**config.mk**
```make
export PLATFORM = sky130hd
export DESIGN_NAME = lane_dispatch_sync
export DESIGN_NICKNAME = d
export VERILOG_FILES = /design/src/rtl/lane_dispatch_sync.sv
export SDC_FILE = /design/constraint.sdc
export NUM_CORES = 1
export LEC_CHECK = 0
export CAP_MARGIN = 20
export CORE_ASPECT_RATIO = 0.6
export CORE_MARGIN = 2
export CORE_UTILIZATION = 58
export DETAILED_ROUTE_END_ITERATION = 10
export PLACE_DENSITY = 0.94
export SETUP_SLACK_MARGIN = 0.05
export SLEW_MARGIN = 20
export SYNTH_ARGS = -nofsm -noshare
export SYNTH_HDL_FRONTEND = slang
export SYNTH_SLANG_ARGS = --single-unit
export TNS_END_PERCENT = 50
```
**constraint.sdc**
```tcl
create_clock -name clk_i -period 8.1 [get_ports clk_i]
set_input_delay 2.025 -clock clk_i [delete_from_list [all_inputs] [get_ports clk_i]]
set_output_delay 2.025 -clock clk_i [all_outputs]
set_load 0.03 [all_outputs]
```
**src/rtl/lane_dispatch_sync.sv**
```systemverilog
// -----------------------------------------------------------------------------
// lane_dispatch_sync
//
// Request-broadcast and completion-synchronisation hub between the vector
// instruction launcher and NrLane lanes.
//
// Request path: an accepted upstream request goes into every per-lane skid
// FIFO in the same cycle. Each lane then drains its own FIFO on its own
// schedule, so one stalled lane does not stall the others until its FIFO
// fills.
//
// Done path: for each VFU, every lane keeps a count of done pulses that have
// not been matched yet. When every lane has at least one pending pulse, one
// aggregated done pulse is released and each count drops by one. Only lane 0
// stores IDs. Its ID FIFO always holds exactly cnt[v][0] entries.
//
// Ports
//   clk_i, rst_ni       clock, asynchronous active-low reset
//   req_valid_i/ready_o upstream request handshake, payload req_i
//   lane_req_valid_o    per-lane request valid (FIFO not empty)
//   lane_req_ready_i    per-lane request ready (pops the FIFO head)
//   lane_req_o          per-lane FIFO head ('0 when empty)
//   lane_done_i         per-lane, per-VFU single-cycle done pulse
//   lane_done_id_i      ID sent with each done pulse (only lane 0 is used)
//   done_o              aggregated per-VFU done pulse
//   done_id_o           lane 0 ID of the aggregated done ('0 when idle)
//   overflow_o          sticky: a done pulse was dropped at a full counter
// -----------------------------------------------------------------------------
module lane_dispatch_sync #(
  parameter int NrLane    = 4,
  parameter int FifoDepth = 2,
  parameter int ReqWidth  = 64,
  parameter int NrVFU     = 4,
  parameter int IdWidth   = 3,
  parameter int DoneDepth = 4
) (
  input  logic                                     clk_i,
  input  logic                                     rst_ni,
  input  logic                                     req_valid_i,
  output logic                                     req_ready_o,
  input  logic [ReqWidth-1:0]                      req_i,
  output logic [NrLane-1:0]                        lane_req_valid_o,
  input  logic [NrLane-1:0]                        lane_req_ready_i,
  output logic [NrLane-1:0][ReqWidth-1:0]          lane_req_o,
  input  logic [NrLane-1:0][NrVFU-1:0]             lane_done_i,
  input  logic [NrLane-1:0][NrVFU-1:0][IdWidth-1:0] lane_done_id_i,
  output logic [NrVFU-1:0]                         done_o,
  output logic [NrVFU-1:0][IdWidth-1:0]            done_id_o,
  output logic                                     overflow_o
);

  // ---------------------------------------------------------------------------
  // Sizing
  // ---------------------------------------------------------------------------
  localparam int AW = $clog2(FifoDepth);                       // request FIFO index
  localparam int CW = $clog2(DoneDepth + 1);                   // pending-count width
  localparam int DW = (DoneDepth > 1) ? $clog2(DoneDepth) : 1; // ID FIFO index

  // The pointers carry one extra wrap bit. The FIFO is full when the index
  // bits match and the wrap bits differ.
  localparam logic [AW:0]   FullDiff = {1'b1, {AW{1'b0}}};
  localparam logic [CW-1:0] CntMax   = CW'(DoneDepth);

  // ---------------------------------------------------------------------------
  // Request path state
  // ---------------------------------------------------------------------------
  logic [NrLane-1:0][AW:0] wr_ptr_q, wr_ptr_d;
  logic [NrLane-1:0][AW:0] rd_ptr_q, rd_ptr_d;
  logic [ReqWidth-1:0]     mem_q [NrLane][FifoDepth];

  logic [NrLane-1:0] fifo_empty;
  logic [NrLane-1:0] fifo_full;
  logic [NrLane-1:0] lane_pop;
  logic              req_push;

  // ---------------------------------------------------------------------------
  // Done path state
  // ---------------------------------------------------------------------------
  logic [NrVFU-1:0][NrLane-1:0][CW-1:0] cnt_q, cnt_d;
  logic [IdWidth-1:0]                   id_mem_q [NrVFU][DoneDepth];
  logic [NrVFU-1:0][DW-1:0]             id_wr_q, id_wr_d;
  logic [NrVFU-1:0][DW-1:0]             id_rd_q, id_rd_d;
  logic [NrVFU-1:0][NrLane-1:0]         lane_accept;
  logic                                 overflow_q, overflow_d;

  // The ID FIFO depth need not be a power of two, so its pointers wrap
  // explicitly.
  function automatic logic [DW-1:0] wrap_inc(input logic [DW-1:0] p);
    if (p == DW'(DoneDepth - 1)) return '0;
    else                         return p + DW'(1);
  endfunction

  // ---------------------------------------------------------------------------
  // Request FIFO status. It comes from registered pointers only, so a pop in
  // the same cycle does not raise req_ready_o.
  // ---------------------------------------------------------------------------
  always_comb begin
    // NOTE: each output gets a default before the loop, so every path assigns it and no latch is inferred.
    fifo_empty = '0;
    fifo_full  = '0;
    for (int l = 0; l < NrLane; l++) begin
      fifo_empty[l] = (wr_ptr_q[l] == rd_ptr_q[l]);
      fifo_full[l]  = ((wr_ptr_q[l] ^ rd_ptr_q[l]) == FullDiff);
    end
  end

  always_comb begin
    req_ready_o      = ~|fifo_full;
    req_push         = req_valid_i & ~|fifo_full;
    lane_req_valid_o = ~fifo_empty;
    lane_pop         = ~fifo_empty & lane_req_ready_i;
  end

  // The head is gated by valid, so storage that was never reset does not
  // show at the outputs.
  always_comb begin
    lane_req_o = '0;
    for (int l = 0; l < NrLane; l++) begin
      if (!fifo_empty[l]) lane_req_o[l] = mem_q[l][rd_ptr_q[l][AW-1:0]];
    end
  end

  always_comb begin
    wr_ptr_d = wr_ptr_q;
    rd_ptr_d = rd_ptr_q;
    for (int l = 0; l < NrLane; l++) begin
      if (req_push)    wr_ptr_d[l] = wr_ptr_q[l] + (AW+1)'(1);
      if (lane_pop[l]) rd_ptr_d[l] = rd_ptr_q[l] + (AW+1)'(1);
    end
  end

  always_ff @(posedge clk_i or negedge rst_ni) begin
    // NOTE: sequential state uses non-blocking assignment, so every flop samples pre-edge values.
    if (!rst_ni) begin
      wr_ptr_q <= '0;
      rd_ptr_q <= '0;
    end else begin
      wr_ptr_q <= wr_ptr_d;
      rd_ptr_q <= rd_ptr_d;
    end
  end

  // NOTE: payload storage has no reset. Empty FIFOs gate their outputs, so reset only needs the pointers.
  always_ff @(posedge clk_i) begin
    for (int l = 0; l < NrLane; l++) begin
      if (req_push) mem_q[l][wr_ptr_q[l][AW-1:0]] <= req_i;
    end
  end

  // ---------------------------------------------------------------------------
  // Done aggregation
  // ---------------------------------------------------------------------------
  always_comb begin
    done_o = '1;
    for (int v = 0; v < NrVFU; v++) begin
      for (int l = 0; l < NrLane; l++) begin
        if (cnt_q[v][l] == '0) done_o[v] = 1'b0;
      end
    end
  end

  always_comb begin
    done_id_o = '0;
    for (int v = 0; v < NrVFU; v++) begin
      if (done_o[v]) done_id_o[v] = id_mem_q[v][id_rd_q[v]];
    end
  end

  // A pulse is taken unless the counter is full and nothing drains it this
  // cycle. A full counter with done high absorbs the pulse with a net change
  // of zero.
  always_comb begin
    lane_accept = '0;
    for (int v = 0; v < NrVFU; v++) begin
      for (int l = 0; l < NrLane; l++) begin
        lane_accept[v][l] = lane_done_i[l][v] & ((cnt_q[v][l] != CntMax) | done_o[v]);
      end
    end
  end

  always_comb begin
    cnt_d      = cnt_q;
    overflow_d = overflow_q;
    for (int v = 0; v < NrVFU; v++) begin
      for (int l = 0; l < NrLane; l++) begin
        if (lane_accept[v][l] && !done_o[v])      cnt_d[v][l] = cnt_q[v][l] + CW'(1);
        else if (!lane_accept[v][l] && done_o[v]) cnt_d[v][l] = cnt_q[v][l] - CW'(1);
        if (lane_done_i[l][v] && !lane_accept[v][l]) overflow_d = 1'b1;
      end
    end
  end

  // The lane 0 ID FIFO moves in step with cnt[v][0]. It pushes on an accepted
  // lane 0 pulse and pops on each aggregated done.
  always_comb begin
    id_wr_d = id_wr_q;
    id_rd_d = id_rd_q;
    for (int v = 0; v < NrVFU; v++) begin
      if (lane_accept[v][0]) id_wr_d[v] = wrap_inc(id_wr_q[v]);
      if (done_o[v])         id_rd_d[v] = wrap_inc(id_rd_q[v]);
    end
  end

  always_ff @(posedge clk_i or negedge rst_ni) begin
    if (!rst_ni) begin
      cnt_q      <= '0;
      id_wr_q    <= '0;
      id_rd_q    <= '0;
      overflow_q <= 1'b0;
    end else begin
      cnt_q      <= cnt_d;
      id_wr_q    <= id_wr_d;
      id_rd_q    <= id_rd_d;
      overflow_q <= overflow_d;
    end
  end

  always_ff @(posedge clk_i) begin
    for (int v = 0; v < NrVFU; v++) begin
      if (lane_accept[v][0]) id_mem_q[v][id_wr_q[v]] <= lane_done_id_i[0][v];
    end
  end

  assign overflow_o = overflow_q;

  // Lanes other than lane 0 report IDs that are never stored. Folding them
  // here records that they are deliberately unused.
  logic unused_done_ids;
  assign unused_done_ids = ^lane_done_id_i;

endmodule

```
======== Yosys cells after proc, flatten, opt, wreduce, memory -nomap -nowiden ========
Memory sizes are Yosys's and may differ from the RTL's.
Cells that the tools add are included.
storage, ports and cells
  input bits .............................. 135
  output and inout port bits .............. 278
  flip-flop bits (word level) ............. 81
  RAM bits ................................ 560
  word-level logic and storage cells ...... 438
  memories kept ........................... 2
memories
  memory    depth  width  rd ports  clocked after Yosys merged registers in  wr ports  line  RTL
  mem_q     4      128    4         0                                        4         69    logic [ReqWidth-1:0] mem_q [NrLane][FifoDepth];
  id_mem_q  4      12     4         0                                        4         80    logic [IdWidth-1:0] id_mem_q [NrVFU][DoneDepth];
cells by class
  reductions and logical operators ........ 111
  bitwise gates (word level) .............. 55
  order comparisons ....................... 24
  mux-type cells .......................... 133
  $add $sub $neg .......................... 48
  eq/ne operators ......................... 32
operators with widths
  kind                 count
  $mux 64              20
  $mux 128             4
  $demux 64 s1         4
  $mux 3               48
  $logic_and 1x1->1    56
  $add 3x1->3 const B  16
  $logic_not 3->1      16
  $mux 12              4
  $ne 3x3->1 const B   16
  $sub 3x1->3 const B  16
  $mux 1               37
  $add 2x1->2 const B  16
  $reduce_bool 2->1    16
  $bmux 3 s2           4
  $demux 3 s2          4
  $eq 2x2->1 const B   12
  $ge 3x3->1 const B   8
  $not 2->3            8
  $logic_not 1->1      21
  $and 1x1->1          17
  $ge 2x2->1 const B   8
  $mux 2               8
  $not 1->2            8
  $or 1x1->1           16
  other kinds (8)      20

======== Logic depth before layout (Yosys ltp) ========
  depth in word-level cells ............... 25
  mapped depth ............................ 12
  gate-level depth less buffers ........... 11

======== Worst setup path before layout ========
No wires, ideal clock.
  path type ............................... in2reg
  start point ............................. in req_valid_i
  end point ............................... mem mem_q[0][100] in the netlist's numbering (enable)
  required time ........................... 7613 ps
  path slack .............................. 2651 ps
  path buffers ............................ 0
  cell stages on the path ................. 2
  data arrival time ....................... 4962 ps
  library setup time ...................... 487 ps
  cell sequence ........................... nand2_1 -> nor2_1
RTL lines
  element             line  RTL
  start: declaration  39    input logic req_valid_i,
  end: declaration    69

==> impl_metrics.csv <==
group,metric,value,unit
clocking,ctsLongestPathBuffers,3,
global_routing,grt_pass1_wl,99870,um
worst_setup_path,crit_path_max_fanout,39,
drt,first_pass_iters,9,
sta,max_slew_margin,0.2327,
drt,first_iter_violations,1712,
clocking,cts_sinks,641,
yosys,synth_area,25690,sq um
clocking,insertion_delay,610,ps
global_routing,met3_usage,0.04730,
clocking,cts_made_buffers,57,
floorplan,die_area,46050,sq um
floorplan,initial_core_util,0.5899,
yosys,synth_nets,1788,
global_routing,grt_max_degree,69,
worst_setup_path,crit_required,6080,ps
worst_setup_path,crit_type,"flip-flop to output pin",
drt,vias,15320,
sta,max_freq,0.1724,GHz
clocking,cts_tree,"done",
yosys,async_flop_share,0.1264,
layout,syn_to_final_growth,24.52,%
sta,hold_viol,0,
flow_run,maxCapViolCount,0,
yosys,yosys_most_used_dff,"edfxtp_1",
floorplan,die_w,275.7,um
floorplan,ios,413,
sta,skew,25.31,ps
clocking,htreeDepth,2,
layout,drive_gt1_frac,0.08047,
global_routing,grtUsageTotal,0.2916,
global_routing,met1_usage,0.3910,
global_routing,busiest_layer,"met2",
yosys,syn_avg_cell_area,16.05,sq um
run_status,violations,"design-rule violations",
sta,setup_viol,0,
worst_setup_path,start_kind,"flip-flop",
sta,fin_crit,5802,ps
drt,via_per_inst,5.853,
global_routing,overflow,0,
placed_design,hpwl,40040,um
sta,worst_pin_slew,1151,ps
yosys,synth-seq-cells,641,
drt,antenna_left,0,
global_routing,use_met2,0.4922,
placed_design,io_buffers,376,
drt,avgRoutedWirePerCell,25.45,um
clocking,clkSlewWorstSetupHoldPaths,70,ps
floorplan,design.core.area,43550,sq um
yosys,synth-edff-count,560,
floorplan,dieHeight,167.0,um
global_routing,grt_antenna_before_repair,0,
layout,antenna_cells,0,
clocking,cts_setup_buffers,0,
drt,wl,66600,um
worst_setup_path,arrival,3780,ps
placed_design,gp_congestion,0.8259,
yosys,syn_inst,1601,
worst_hold_path,whs_path_depth,1,
floorplan,num_rows,59,
global_routing,first_global_vias,16210,
yosys,ys_warn_count,0,
worst_hold_path,worstHoldPathType,"flip-flop to flip-flop",
clocking,cts_hold_buf,0,
worst_setup_path,crit_path_end_kind,"output pin",
drt,drc,14,
sta,tns,0,ps
run_status,outcome,"complete, but fails checks",
yosys,seq_area_frac_synth,0.7335,
clocking,ctsResizeCount,0,
sta,min_period_over_period,0.7163,
sta,slew_viol_final,0,
clocking,cts_root_buffer,"clkbuf_16",
yosys,yosysUniqueCellTypes,38,
worst_setup_path,ff2ff_path_depth,6,
sta,rsz0062_at_grt,"false",
layout,fin_nets,2176,
## per-layer routing
metal / vias up / routed length (um)
met2: 791 / 33570
li1: 6572 / -
met5: - / 0
met4: 0 / 1979
met1: 7820 / 26130
met3: 133 / 4922
## cell usage in the layout (no fill, tap or decap), types with 16 or more instances in the layout
cell type	n
and2_1	24
buf_4	17
clkbuf_16	58
clkdlybuf4s50_1	375
dfrtp_1	77
edfxtp_1	560
fa_1	16
ha_1	36
inv_1	51
mux2_2	18
mux2i_1	256
nand2_1	21
nand3_1	18
nor2_1	291
nor3_1	22
xnor2_1	32
xor2_1	40
## worst max-delay path: stages (launching register included)
cell	delay [ps]
dfrtp_4	780
xor2_1	190
inv_1	80
and2_2	610
buf_4	610
nor2_1	210
clkdlybuf4s50_1	660
## flip-flops by register name, indices dropped and copies added, names as in the netlist
signal,count
mem_q,512
overflow_o,1
wr_ptr_q,8
rd_ptr_q,8
id_mem_q,48
cnt_q,48
id_rd_q,8
id_wr_q,8
## worst paths after layout
kind	from	endpoint	slack [ps]
max	rd_ptr_q[6]	lane_req_o[233]	2300
min	rd_ptr_q[1]	rd_ptr_q[1]	500
max reg2reg	rd_ptr_q[6]	mem_q[0][106]	4030
min reg2reg	rd_ptr_q[1]	rd_ptr_q[1]	500
max in group asynchronous	rst_ni	rd_ptr_q[6]	5550
min in group asynchronous	rst_ni	cnt_q[27]	1290
## cell families after synthesis
| logic type | after synthesis | share of synthesized area |
|---|---|---|
| DFF | 641 | 0.7335 |
| AOI/OAI and AO/OA | 31 | 0.009107 |
| muxes | 288 | 0.1193 |
| and+or+nand+nor | 401 | 0.06589 |
| adders and majority gates | 52 | 0.03000 |
| buffers and inverters | 116 | 0.01768 |
| xor gates and xnor gates | 72 | 0.02455 |
## per-stage QoR
step / hold WS, ps / area (sq um) / utilization / setup WS [ps] / cells
after global placement: 475.0 / 30120 / 0.6914 / 3025 / 2509
after detailed placement: 488.4 / 30120 / 0.6914 / 3000 / 2509
after CTS: 499.7 / 31990 / 0.7344 / 2301 / 2617
after global routing: 519.1 / 31990 / 0.7345 / 2211 / 2617
final: 495.3 / 31990 / 0.7345 / 2298 / 2617
after floorplan: 461.7 / 25690 / - / 2651 / 1601
## cell usage after synthesis (2+ instances only)
| library cell | number | share of area |
|---|---|---|
| edfxtp_1 | 560 | 0.65 |
| dfrtp_1 | 81 | 0.079 |
| clkbuf_1 | 31 | 0.0045 |
| mux2i_1 | 256 | 0.10 |
| fa_1 | 16 | 0.012 |
| mux2_2 | 18 | 0.0079 |
| nand3_1 | 18 | 0.0035 |
| and3_1 | 4 | 0.00097 |
| nor2_1 | 295 | 0.043 |
| o21ai_0 | 2 | 0.00039 |
| o22ai_1 | 2 | 0.00049 |
| ha_1 | 36 | 0.018 |
| a21o_1 | 5 | 0.0015 |
| or4_1 | 3 | 0.00088 |
| nor4bb_1 | 3 | 0.0012 |
| xor2_1 | 40 | 0.014 |
| and2_1 | 28 | 0.0068 |
| xnor2_1 | 32 | 0.011 |
| a31oi_1 | 15 | 0.0037 |
| buf_2 | 9 | 0.0018 |
| mux4_2 | 12 | 0.011 |
| inv_1 | 51 | 0.0075 |
| nor3_1 | 22 | 0.0043 |
| a31oi_4 | 2 | 0.0017 |
| buf_1 | 23 | 0.0034 |
| nand2_1 | 21 | 0.0031 |
| mux2_4 | 2 | 0.0012 |
| and2_2 | 4 | 0.0012 |
## final cells by class
class	instances	area, sq um
sequential	641	18860
fill	2503	11560
multi-input combinational	844	6449
timing repair buffer	393	3892
clock buffer	70	1496
tap	579	724.4
clock inverter	38	374.1
inverter	52	195.2
Power is not shown: default switching activity piles up to over one toggle a cycle in this logic, so the estimate is an artifact.
